==> config.mk <==
export PLATFORM = sky130hd
export DESIGN_NAME = ex_stage
export DESIGN_NICKNAME = d
export VERILOG_FILES = /design/src/rtl/ex_stage.sv
export SDC_FILE = /design/constraint.sdc
export NUM_CORES = 1
export LEC_CHECK = 0
export CAP_MARGIN = 20
export CORE_ASPECT_RATIO = 1.5
export CORE_UTILIZATION = 65
export CTS_CLUSTER_DIAMETER = 100
export CTS_CLUSTER_SIZE = 14
export DETAILED_ROUTE_END_ITERATION = 16
export PLACE_DENSITY = 0.95
export SYNTH_ARGS = -nofsm -noshare
export SYNTH_HDL_FRONTEND = slang
export SYNTH_SLANG_ARGS = --single-unit
==> constraint.sdc <==
create_clock -name clk -period 15.65 [get_ports clk]
set_clock_uncertainty 0.05 [all_clocks]
set_input_delay 3.13 -clock clk [delete_from_list [all_inputs] [get_ports clk]]
set_output_delay 3.13 -clock clk [all_outputs]
set_load 0.05 [all_outputs]
==> src/rtl/ex_stage.sv <==
// Execute stage: operand forwarding, ALU with funct decode, destination select,
// and a multi-cycle multiply/divide unit with HI/LO that stalls the front end.
module ex_stage #(
    parameter int XLEN      = 32,
    parameter int MD_CYCLES = 32
) (
    input  logic            clk,
    input  logic            reset_in,
    input  logic [1:0]      WB_in,
    input  logic [1:0]      M_in,
    input  logic [3:0]      EX_in,
    input  logic [XLEN-1:0] Reg1Data_in,
    input  logic [XLEN-1:0] Reg2Data_in,
    input  logic [XLEN-1:0] Sext_in,
    input  logic [4:0]      Regs_in,
    input  logic [4:0]      Regt_in,
    input  logic [4:0]      Regd_in,
    input  logic            EXMEM_RegWrite,
    input  logic [4:0]      EXMEM_Rd,
    input  logic [XLEN-1:0] EXMEM_Result,
    input  logic            MEMWB_RegWrite,
    input  logic [4:0]      MEMWB_Rd,
    input  logic [XLEN-1:0] MEMWB_Data,
    output logic [1:0]      WB_out,
    output logic [1:0]      M_out,
    output logic [XLEN-1:0] ALUResult_out,
    output logic [XLEN-1:0] WriteData_out,
    output logic [4:0]      RegDst_out,
    output logic            Zero_out,
    output logic            stall_out
);
    // state  | meaning
    // S_IDLE | no mult/div in flight; a muldiv funct stalls and issues
    // S_BUSY | one shift-add / restoring-divide iteration per cycle
    // S_DONE | HI/LO valid, muldiv instruction retires without stall
    typedef enum logic [1:0] {S_IDLE, S_BUSY, S_DONE} state_t;

    localparam int CW = $clog2(MD_CYCLES + 1);

    state_t            r_state, w_state_nxt;
    logic [CW-1:0]     r_count;
    logic [XLEN-1:0]   r_hi, r_lo, r_p_hi, r_p_lo, r_mcand, r_dividend;
    logic              r_is_div, r_neg_q, r_neg_r, r_div0;

    logic [XLEN-1:0]   w_op_a, w_fwd_b, w_op_b, w_result;
    logic [XLEN-1:0]   w_abs_a, w_abs_b, w_step_hi, w_step_lo;
    logic [2*XLEN-1:0] w_prod, w_prod_s;
    logic [XLEN:0]     w_add, w_rem_sh, w_rem_sub;
    logic [1:0]        w_alu_op;
    logic [5:0]        w_funct;
    logic [4:0]        w_shamt;
    logic              w_md_funct, w_signed_op, w_sa, w_sb, w_ge, w_stall;

    assign w_alu_op    = EX_in[2:1];
    assign w_funct     = Sext_in[5:0];
    assign w_shamt     = Sext_in[10:6];
    assign w_md_funct  = (w_alu_op == 2'b10) &&
                         (w_funct inside {6'h18, 6'h19, 6'h1A, 6'h1B});
    assign w_signed_op = !w_funct[0];

    // EX/MEM takes priority over MEM/WB; r0 is never forwarded
    always_comb begin
        w_op_a = Reg1Data_in;
        if (EXMEM_RegWrite && EXMEM_Rd != 5'd0 && EXMEM_Rd == Regs_in)
            w_op_a = EXMEM_Result;
        else if (MEMWB_RegWrite && MEMWB_Rd != 5'd0 && MEMWB_Rd == Regs_in)
            w_op_a = MEMWB_Data;
        w_fwd_b = Reg2Data_in;
        if (EXMEM_RegWrite && EXMEM_Rd != 5'd0 && EXMEM_Rd == Regt_in)
            w_fwd_b = EXMEM_Result;
        else if (MEMWB_RegWrite && MEMWB_Rd != 5'd0 && MEMWB_Rd == Regt_in)
            w_fwd_b = MEMWB_Data;
    end

    assign w_op_b = EX_in[0] ? Sext_in : w_fwd_b;

    always_comb begin
        w_result = '0;
        case (w_alu_op)
            2'b00: w_result = w_op_a + w_op_b;
            2'b01: w_result = w_op_a - w_op_b;
            2'b11: w_result = w_op_a | w_op_b;
            default: begin
                case (w_funct)
                    6'h20: w_result = w_op_a + w_op_b;
                    6'h22: w_result = w_op_a - w_op_b;
                    6'h24: w_result = w_op_a & w_op_b;
                    6'h25: w_result = w_op_a | w_op_b;
                    6'h2A: w_result = {{(XLEN-1){1'b0}}, $signed(w_op_a) < $signed(w_op_b)};
                    6'h00: w_result = w_op_b << w_shamt;
                    6'h10: w_result = r_hi;
                    6'h12: w_result = r_lo;
                    default: w_result = '0;
                endcase
            end
        endcase
    end

    assign w_sa    = w_signed_op && w_op_a[XLEN-1];
    assign w_sb    = w_signed_op && w_op_b[XLEN-1];
    assign w_abs_a = w_sa ? -w_op_a : w_op_a;
    assign w_abs_b = w_sb ? -w_op_b : w_op_b;

    // p_hi is the partial product / running remainder, p_lo the multiplier / quotient
    assign w_add     = {1'b0, r_p_hi} + (r_p_lo[0] ? {1'b0, r_mcand} : '0);
    assign w_rem_sh  = {r_p_hi, r_p_lo[XLEN-1]};
    assign w_rem_sub = w_rem_sh - {1'b0, r_mcand};
    assign w_ge      = w_rem_sh >= {1'b0, r_mcand};

    always_comb begin
        if (r_is_div) begin
            w_step_hi = w_ge ? w_rem_sub[XLEN-1:0] : w_rem_sh[XLEN-1:0];
            w_step_lo = {r_p_lo[XLEN-2:0], w_ge};
        end else begin
            w_step_hi = w_add[XLEN:1];
            w_step_lo = {w_add[0], r_p_lo[XLEN-1:1]};
        end
    end

    assign w_prod   = {w_step_hi, w_step_lo};
    assign w_prod_s = r_neg_q ? -w_prod : w_prod;

    always_comb begin
        w_state_nxt = r_state;
        w_stall     = 1'b0;
        case (r_state)
            S_IDLE: begin
                w_stall = w_md_funct;
                if (w_md_funct)
                    w_state_nxt = S_BUSY;
            end
            S_BUSY: begin
                w_stall = 1'b1;
                if (r_count == CW'(1))
                    w_state_nxt = S_DONE;
            end
            default: w_state_nxt = S_IDLE;
        endcase
    end

    always_ff @(posedge clk or negedge reset_in) begin
        if (!reset_in) begin
            r_state    <= S_IDLE;
            r_count    <= '0;
            r_hi       <= '0;
            r_lo       <= '0;
            r_p_hi     <= '0;
            r_p_lo     <= '0;
            r_mcand    <= '0;
            r_dividend <= '0;
            r_is_div   <= 1'b0;
            r_neg_q    <= 1'b0;
            r_neg_r    <= 1'b0;
            r_div0     <= 1'b0;
        end else begin
            r_state <= w_state_nxt;
            case (r_state)
                S_IDLE: begin
                    if (w_md_funct) begin
                        r_count    <= CW'(MD_CYCLES);
                        r_is_div   <= w_funct[1];
                        r_neg_q    <= w_sa ^ w_sb;
                        r_neg_r    <= w_sa;
                        r_div0     <= (w_op_b == '0);
                        r_dividend <= w_op_a;
                        r_p_hi     <= '0;
                        r_p_lo     <= w_funct[1] ? w_abs_a : w_abs_b;
                        r_mcand    <= w_funct[1] ? w_abs_b : w_abs_a;
                    end
                end
                S_BUSY: begin
                    r_count <= r_count - CW'(1);
                    r_p_hi  <= w_step_hi;
                    r_p_lo  <= w_step_lo;
                    if (r_count == CW'(1)) begin
                        if (!r_is_div) begin
                            {r_hi, r_lo} <= w_prod_s;
                        end else if (r_div0) begin
                            r_lo <= '1;
                            r_hi <= r_dividend;
                        end else begin
                            r_lo <= r_neg_q ? -w_step_lo : w_step_lo;
                            r_hi <= r_neg_r ? -w_step_hi : w_step_hi;
                        end
                    end
                end
                default: ;
            endcase
        end
    end

    // muldiv never writes a GPR, even when not stalled (DONE retire cycle)
    assign stall_out     = w_stall;
    assign WB_out        = w_stall ? 2'b00 : {WB_in[1] & ~w_md_funct, WB_in[0]};
    assign M_out         = w_stall ? 2'b00 : M_in;
    assign ALUResult_out = w_result;
    assign WriteData_out = w_fwd_b;
    assign RegDst_out    = EX_in[3] ? Regd_in : Regt_in;
    assign Zero_out      = (w_result == '0);

endmodule

==> run metrics, run 1 <==
status aborted with a tool error; Stop stage global routing (5_1_grt); error msg [ERROR GRT-0116] Global routing finished with congestion. Check the congestion regions in the DRC Viewer.; Initial Utilization 0.662; ys async rst share 1.00; Post-DP HPWL 105,000 um; number of H-tree levels 1; dominant cells by area after synthesis dfrtp_1 17%, ha_1 7.6%, o21ai_0 5.8%; Synth cell types 114; Clock Sinks 204; Avg Cell Area, Syn 7.36 um^2; post-synth top area share 0.174; Num CTS Buffers 18; Root Driver clkbuf_16; Syn Std Cell Area 29,300 um^2; setup bufs post-CTS 0; first-pass GRT wire length 222,000 um; Max Root-Sink Buffers 3; FF+latch count, synth 204; PortBufs 271; # rows 94; register area share after synthesis 0.174; Top FF cell, synth dfrtp_1; Placed Area 32,300 um^2; GPL Wtd Cong 1.28; Resized Gates After CTS 0; largest net degree at the start of global routing 85; Die Span Y 262 um; Synth Instances 3,983; post-synth top area cell dfrtp_1; Placed Cells 4,642; CTS Hold Buffers Added 0; Synthesis Warnings 0; syn nets 4,363; IO Pins 272; Overflow after GRT 26; Tot GR Track Use 0.636; vias in the first global route 36,600; Post-synth EDFFs 0; Die W 175 um
## cells by family after synthesis
logic type / Yosys count / synth area share
simple gates: 1325 / 0.219
compound gates: 1383 / 0.320
mux: 196 / 0.0725
buf+inv: 444 / 0.0607
fa+ha+maj: 183 / 0.0792
xor+xnor: 248 / 0.0741
flops: 204 / 0.174
## metrics by stage
stage / worst slack, ps / hold slack [ps]
after floorplan: 1910 / 392
after global placement: 1420 / 410
after detailed placement: 1340 / 424
after CTS: 1330 / 432
## Yosys cell counts, types with 41 or more instances
cell type,n
clkbuf_1,204
xor2_1,69
dfrtp_1,204
nor3_1,106
and3_1,52
nand2b_1,41
o31ai_1,69
nor2_1,276
nand3_1,120
a21oi_1,251
ha_1,179
xnor2_1,179
nand2_1,431
o221ai_1,66
o22ai_1,51
a31oi_1,79
o21ai_0,337
mux2i_1,149
inv_1,158
a211oi_1,46
o211ai_1,54
and2_1,56
nand4_1,69
## metal layers
metal  GRT usage  overflow
met3       0.341         1
met5      0.0104         0
met1       0.621         0
met2       0.919        11
met4       0.695        14
==> run 2, diff against run 1 <==
CORE_ASPECT_RATIO = default   (was 1.5)
CORE_UTILIZATION = 40   (was 65)
CTS_CLUSTER_DIAMETER = default   (was 100)
CTS_CLUSTER_SIZE = default   (was 14)
PLACE_DENSITY = default   (was 0.95)
PLACE_DENSITY_LB_ADDON = 0.15   (was default)
==> run 2 against run 1 <==
  * The flow now finishes without violations
  * Area after synthesis is the same
  * Synthesized cell count stayed put
==> run metrics, run 2 <==
status completed; CTS Hold Buffers Added 0 (unchanged); number of H-tree levels 1 (unchanged); crit path kind primary input to output pin; Die Span Y 273 um (+4.1%); Placed Cells 5,022 (+8.2%); Seq pwr share 0.177; vias in the first global route 31,400; Synthesis Warnings 0 (unchanged); setup bufs post-CTS 0 (unchanged); multi-input combinational cell area 22,500 um^2; Root Driver clkbuf_16; R2R depth 21; post-route setup TNS 0 ps; Worst VDD drop 0.110 mV; Post-Route WL 139,000 um; Worst Tran Pin Value 1220 ps; register area 5110 um^2; Post-DP HPWL 109,000 um (+3.7%); NetSw 2770 uW; Final Non-Filler Cells 5,067; Hold Crit Class flop to flop; Layout area overhead 14.6%; crit-path cells clkdlybuf4s50_1 -> xor2_1 -> nor3_2 -> nand4_1 -> a311oi_1 -> nor2_2 -> inv_1 -> ha_1 -> inv_1 -> fa_1 -> a211o_1 -> a311o_1 -> a31oi_1 -> a211oi_1 -> a211o_1 -> a21oi_1 -> o21bai_1 -> mux2_2 -> a211o_1 -> nand4b_1 -> nor4_1 -> nand4_1 -> nor4b_2 -> clkdlybuf4s50_1; register area share after synthesis 0.174 (unchanged); Peak Freq 68.7 MHz; reg2reg start r_mcand[16]; Resized Gates After CTS 0 (unchanged); count leader, synth nand2_1; Vias 33,000; largest net degree at the start of global routing 89; Num CTS Buffers 22 (+4); initial antenna violation count 5; final worst slack 1100 ps; GPL Wtd Cong 1.08 (-15%); most common cell after layout, fill and taps aside nand2_1; MaxCap Viol Count 0; Overflow after GRT 0; WL per Instance 27.4 um; ys async rst share 1.00 (unchanged); initial detailed-routing violation count 3,570; critical path depth in cells 24; Initial Utilization 0.407 (-0.255); Final Hold Vio Count 0; crit path DAT 11,370 ps; routed vias/inst 6.51; Comb power frac 0.725; Clock Sinks 204 (unchanged); first-pass GRT wire length 205,000 um; Worst Setup Start Kind primary input; Top FF cell, synth dfrtp_1; Hold Startpoint r_dividend[18]; core footprint 72,000 um^2; Crit Path Max Fanout 14; Worst path max stage delay 840 ps; min Tclk post-route 14,550 ps; # rows 98 (+4.3%); Post-DRT Antenna Nets 0; Synth cell types 114 (unchanged); most frequent cells in the layout 431 x nand2_1, 337 x o21ai_0, 272 x nor2_1, 266 x clkdlybuf4s50_1, 251 x a21oi_1; pre-CTS setup slack 1370 ps (+26.0 ps); post-layout instance area 33,600 um^2; Max Root-Sink Buffers 3 (unchanged); CP Capture Type output pin; Avg Cell Area, Syn 7.36 um^2 (unchanged); power per cell area 153 nW/um^2; WP buf/inv 4; Die W 273 um (+55%); Die ar. 74,300 um^2; clk_lat worst skew 520 ps; Final Max Tran Viols 0; Worst-path clk slew 60 ps; post-synth top area share 0.174 (unchanged); post-synth top area cell dfrtp_1; final setup fails 0; Largest delay share family, worst path compound AO/OA/AOI/OAI gates; Fillers 7,331; CP max stage cell clkdlybuf4s50_1; Setup crit start MEMWB_Rd[4]; DRC Markers 0; Hold Path Depth 2; CP dominant cell by count a211o_1; P_leak 0.0134 uW; Final period util 0.930; RSZ-0062 raised after global routing no; FF+latch count, synth 204 (unchanged); Post-synth EDFFs 0 (unchanged); Clock Power Share 0.098; Tot GR Track Use 0.361; Placed Area 32,800 um^2 (+1.6%); post-layout util 0.466; max_slew headroom 0.177; switching part of the total 0.538; syn nets 4,363 (unchanged); Internal Power 2380 uW; WP data required 12,470 ps; dominant cells by area after synthesis dfrtp_1 17%, ha_1 7.6%, o21ai_0 5.8%; TritonCTS clock tree built; final net count 4,483; First-pass DRT Iterations 7; IO Pins 272 (unchanged); PortBufs 271 (unchanged); synth cell count leaders 431 x nand2_1, 337 x o21ai_0, 276 x nor2_1; layout cells sized above 1 0.0710; Syn Std Cell Area 29,300 um^2 (unchanged); Synth Instances 3,983 (unchanged)
run 2: through the flow:
stage	hold WS, ps	total power [uW]
final	427	5150
after global routing	453	5500
after CTS	430	5060
after detailed placement	416	4530
after global placement	406	4520
after floorplan	392	3470
run 2: area by class of cell:
class / count / area share
inverter: 167 / 0.0187
clock inverter: 4 / 0.000671
antenna: 2 / 0.000149
sequential: 204 / 0.152
clock buffer: 32 / 0.0188
multi-input combinational: 3335 / 0.670
timing repair buffer: 373 / 0.104
tap: 950 / 0.0354
run 2: power groups by stage:
stage / Combinational [uW] / Sequential [uW] / Clock (uW)
2_1_floorplan: 2640 / 833 / 0
6_report: 3730 / 913 / 503
4_1_cts: 3630 / 918 / 509
3_3_place_gp: 3600 / 925 / 0
5_1_grt: 4030 / 936 / 530
3_5_place_dp: 3600 / 925 / 0
run 2: path summary, 6_finish.rpt:
kind	to	slack, ps
worst max-delay path	Zero_out	1100
worst min-delay path	r_dividend[18]	430
worst max register to register	r_hi[20]	8620
worst min register to register	r_dividend[18]	430
max in group asynchronous	r_is_div	10810
min in group asynchronous	r_count[0]	2630
run 2: cell families after synthesis:
group | count (synthesis) | synth area share
adder cells (fa/ha/maj) | 183 | 0.0792
flip-flops | 204 | 0.174
AO/OA/AOI/OAI | 1383 | 0.320
XOR/XNOR | 248 | 0.0741
buffers and inverters | 444 | 0.0607
AND/OR/NAND/NOR | 1325 | 0.219
multiplexers | 196 | 0.0725
run 2: tightest hold or removal path: stages, from the launching register on:
cell and delay [ps]:
dfrtp_1 340, nand2_1 50, o21ai_0 60
run 2: layer usage:
layer,vias to the layer above,share of wire,track usage
li1,15100,-,-
met1,15800,0.42,0.466
met2,1735,0.45,0.588
met3,349,0.077,0.0507
met4,4,0.057,0.182
met5,-,0.00019,0
No activity file was read; power rests on OpenSTA's default activity.
==> run 3, diff against run 2 <==
CELL_PAD_IN_SITES_DETAIL_PLACEMENT = 0   (was default)
CELL_PAD_IN_SITES_GLOBAL_PLACEMENT = 1   (was default)
==> run 3 against run 2 <==
  * Count of clock-buffer cells in the layout is 1 lower
  * Setup slack gained 160 ps
  * Final cell count increased by 0.39%
  * Utilization grew 0.30 points
  * Critical path type unchanged
  * Largest cell class unchanged
  * Largest power group unchanged
==> run metrics, run 3 (synthesis results as in run 2) <==
status completed; first-pass GRT wire length 219,000 um (+6.7%); Worst Tran Pin Value 1140 ps (-79.6 ps); Peak Freq 69.5 MHz (+1.1%); GPL Wtd Cong 1.05 (-3.0%); PortBufs 271 (unchanged); crit path kind primary input to output pin; Resized Gates After CTS 0 (unchanged); number of H-tree levels 1 (unchanged); Die Span Y 273 um (unchanged); First-pass DRT Iterations 6 (-1); antenna cells 0 (-2); initial antenna violation count 2 (-3); Worst Setup Start Kind primary input; RSZ-0062 raised after global routing no; final net count 4,502 (+0.42%); Final Hold Vio Count 0 (unchanged); WP data required 12,470 ps (about the same); Post-DP HPWL 120,000 um (+10%); GRT Max-Usage Layer met2; power per cell area 155 nW/um^2 (+1.2%); crit path DAT 11,220 ps (-150 ps); Layout area overhead 15.3%; Final Max Tran Viols 0 (unchanged); Worst VDD drop 0.138 mV (+26%); IO Pins 272 (unchanged); Hold Startpoint r_dividend[7]; Worst-path clk slew 70 ps (about the same); Placed Cells 5,044 (+0.44%); Reg2Reg Setup Slack 8190 ps (-430 ps); Die W 273 um (unchanged); vias in the first global route 31,800 (+1.5%); Vias 33,300 (+1.1%); Num CTS Buffers 23 (+4.5%); R2R depth 22 (+4.8%); post-route setup TNS 0 ps (unchanged); min Tclk post-route 14,400 ps (-157 ps); TritonCTS clock tree built; CP Capture Type output pin; reg2reg start r_mcand[22]; Setup crit start EXMEM_Rd[1]; GRT met1 Usage 0.505 (+0.0386); Final Non-Filler Cells 5,087 (+0.39%); Post-Route WL 151,000 um (+8.4%); largest net degree at the start of global routing 118 (+33%); routed vias/inst 6.55 (+0.66%); final worst slack 1250 ps (+157 ps); WL per Instance 29.6 um (+8.0%); clk_lat worst skew 540 ps (+20 ps); Final period util 0.920 (-0.0101); met2 usage in global routing 0.645 (+0.0576); Root Driver clkbuf_16; P_leak 0.0135 uW (+0.98%); Die ar. 74,300 um^2 (unchanged); Hold Crit Class flop to flop; Initial Utilization 0.407 (unchanged); crit path capture Zero_out; Post-DRT Antenna Nets 0 (unchanged); Clock Sinks 204 (unchanged); pre-CTS setup slack 1570 ps (+197 ps); Tot GR Track Use 0.393 (+0.0313); M3 GR Usage 0.0380 (-0.0127); Overflow after GRT 0 (unchanged); initial detailed-routing violation count 3,429 (-3.9%); MaxCap Viol Count 0 (unchanged); setup bufs post-CTS 0 (unchanged); max_slew headroom 0.217 (+0.0399); Max Root-Sink Buffers 3 (unchanged); most frequent cells in the layout 430 x nand2_1, 335 x o21ai_0, 272 x nor2_1, 265 x clkdlybuf4s50_1, 251 x a21oi_1; layout cells sized above 1 0.0776 (+0.00663); Crit Path Max Fanout 28 (+14); most common cell after layout, fill and taps aside nand2_1; final setup fails 0 (unchanged); # rows 98 (unchanged); CTS Hold Buffers Added 0 (unchanged); core footprint 72,000 um^2 (unchanged); Reg-to-Reg End r_hi[24]; DRC Markers 0 (unchanged)
==> run 3: changes by cell type in the layout (fill, tap and decap cells not counted), moves of 2 or more <==
| cell | delta |
|---|---|
| clkbuf_8 | +3 |
| clkbuf_4 | -2 |
| clkinv_4 | +3 |
| clkinvlp_4 | +2 |
| buf_4 | +18 |
| buf_8 | +2 |
| clkbuf_1 | -5 |
| o21ai_0 | -2 |
| o21ai_1 | +2 |
| diode_2 | -2 |
==> run 3: cell type report <==
cell class	instances	area, um^2
timing repair buffer	391	3660
tap	950	1190
sequential	204	5110
clock buffer	31	666
fill	7420	38200
multi-input combinational	3335	22500
clock inverter	9	63.8
inverter	167	627
==> run 3: worst min path at each step <==
stage,end,depth (start not counted),slack [ps]
3_5_place_dp,r_count[4],1,420
3_3_place_gp,r_count[4],1,410
2_1_floorplan,r_dividend[25],2,390
6_report,r_dividend[7],2,430
5_1_grt,r_dividend[4],2,440
4_1_cts,r_dividend[7],2,440
==> run 3: power breakdown <==
part / leakage (uW) / internal [uW] / switching, uW / total, uW
Clock: 0.000353 / 299 / 242 / 541
Sequential: 0.00262 / 721 / 192 / 913
Combinational: 0.0105 / 1380 / 2400 / 3790
Total: 0.0135 / 2400 / 2840 / 5240
==> run 3: metrics by stage <==
stage                     hold slack [ps]  power [uW]  instance area (um^2)   util
after floorplan                       392        3470                 29300      -
after global placement                411        4610                 33000  0.458
after detailed placement              419        4600                 33000  0.458
after CTS                             436        5180                 33700  0.468
after global routing                  444        5580                 33800  0.469
final                                 431        5240                 33800  0.469
==> run 3: critical path, cell delays in order <==
cell and delay (ps):
clkdlybuf4s50_1 520, or4_4 610, o2111a_2 330, nand2_2 440
a311oi_1 250, nor2_2 410, inv_1 330, ha_1 320
fa_1 420, nand3b_1 170, nand3_1 160, and3_1 260
o311ai_0 760, o211ai_1 630, a221oi_2 560, nor4_1 110
a211oi_1 330, o221ai_1 170, a221o_1 360, nor4_1 280
nand4_1 150, nor4b_2 240, buf_4 240
==> run 3: layer usage <==
metal	vias to the layer above	routed length [um]
met5	-	16
met4	2	9570
met3	373	10700
met2	1724	68600
met1	16000	61900
li1	15200	-
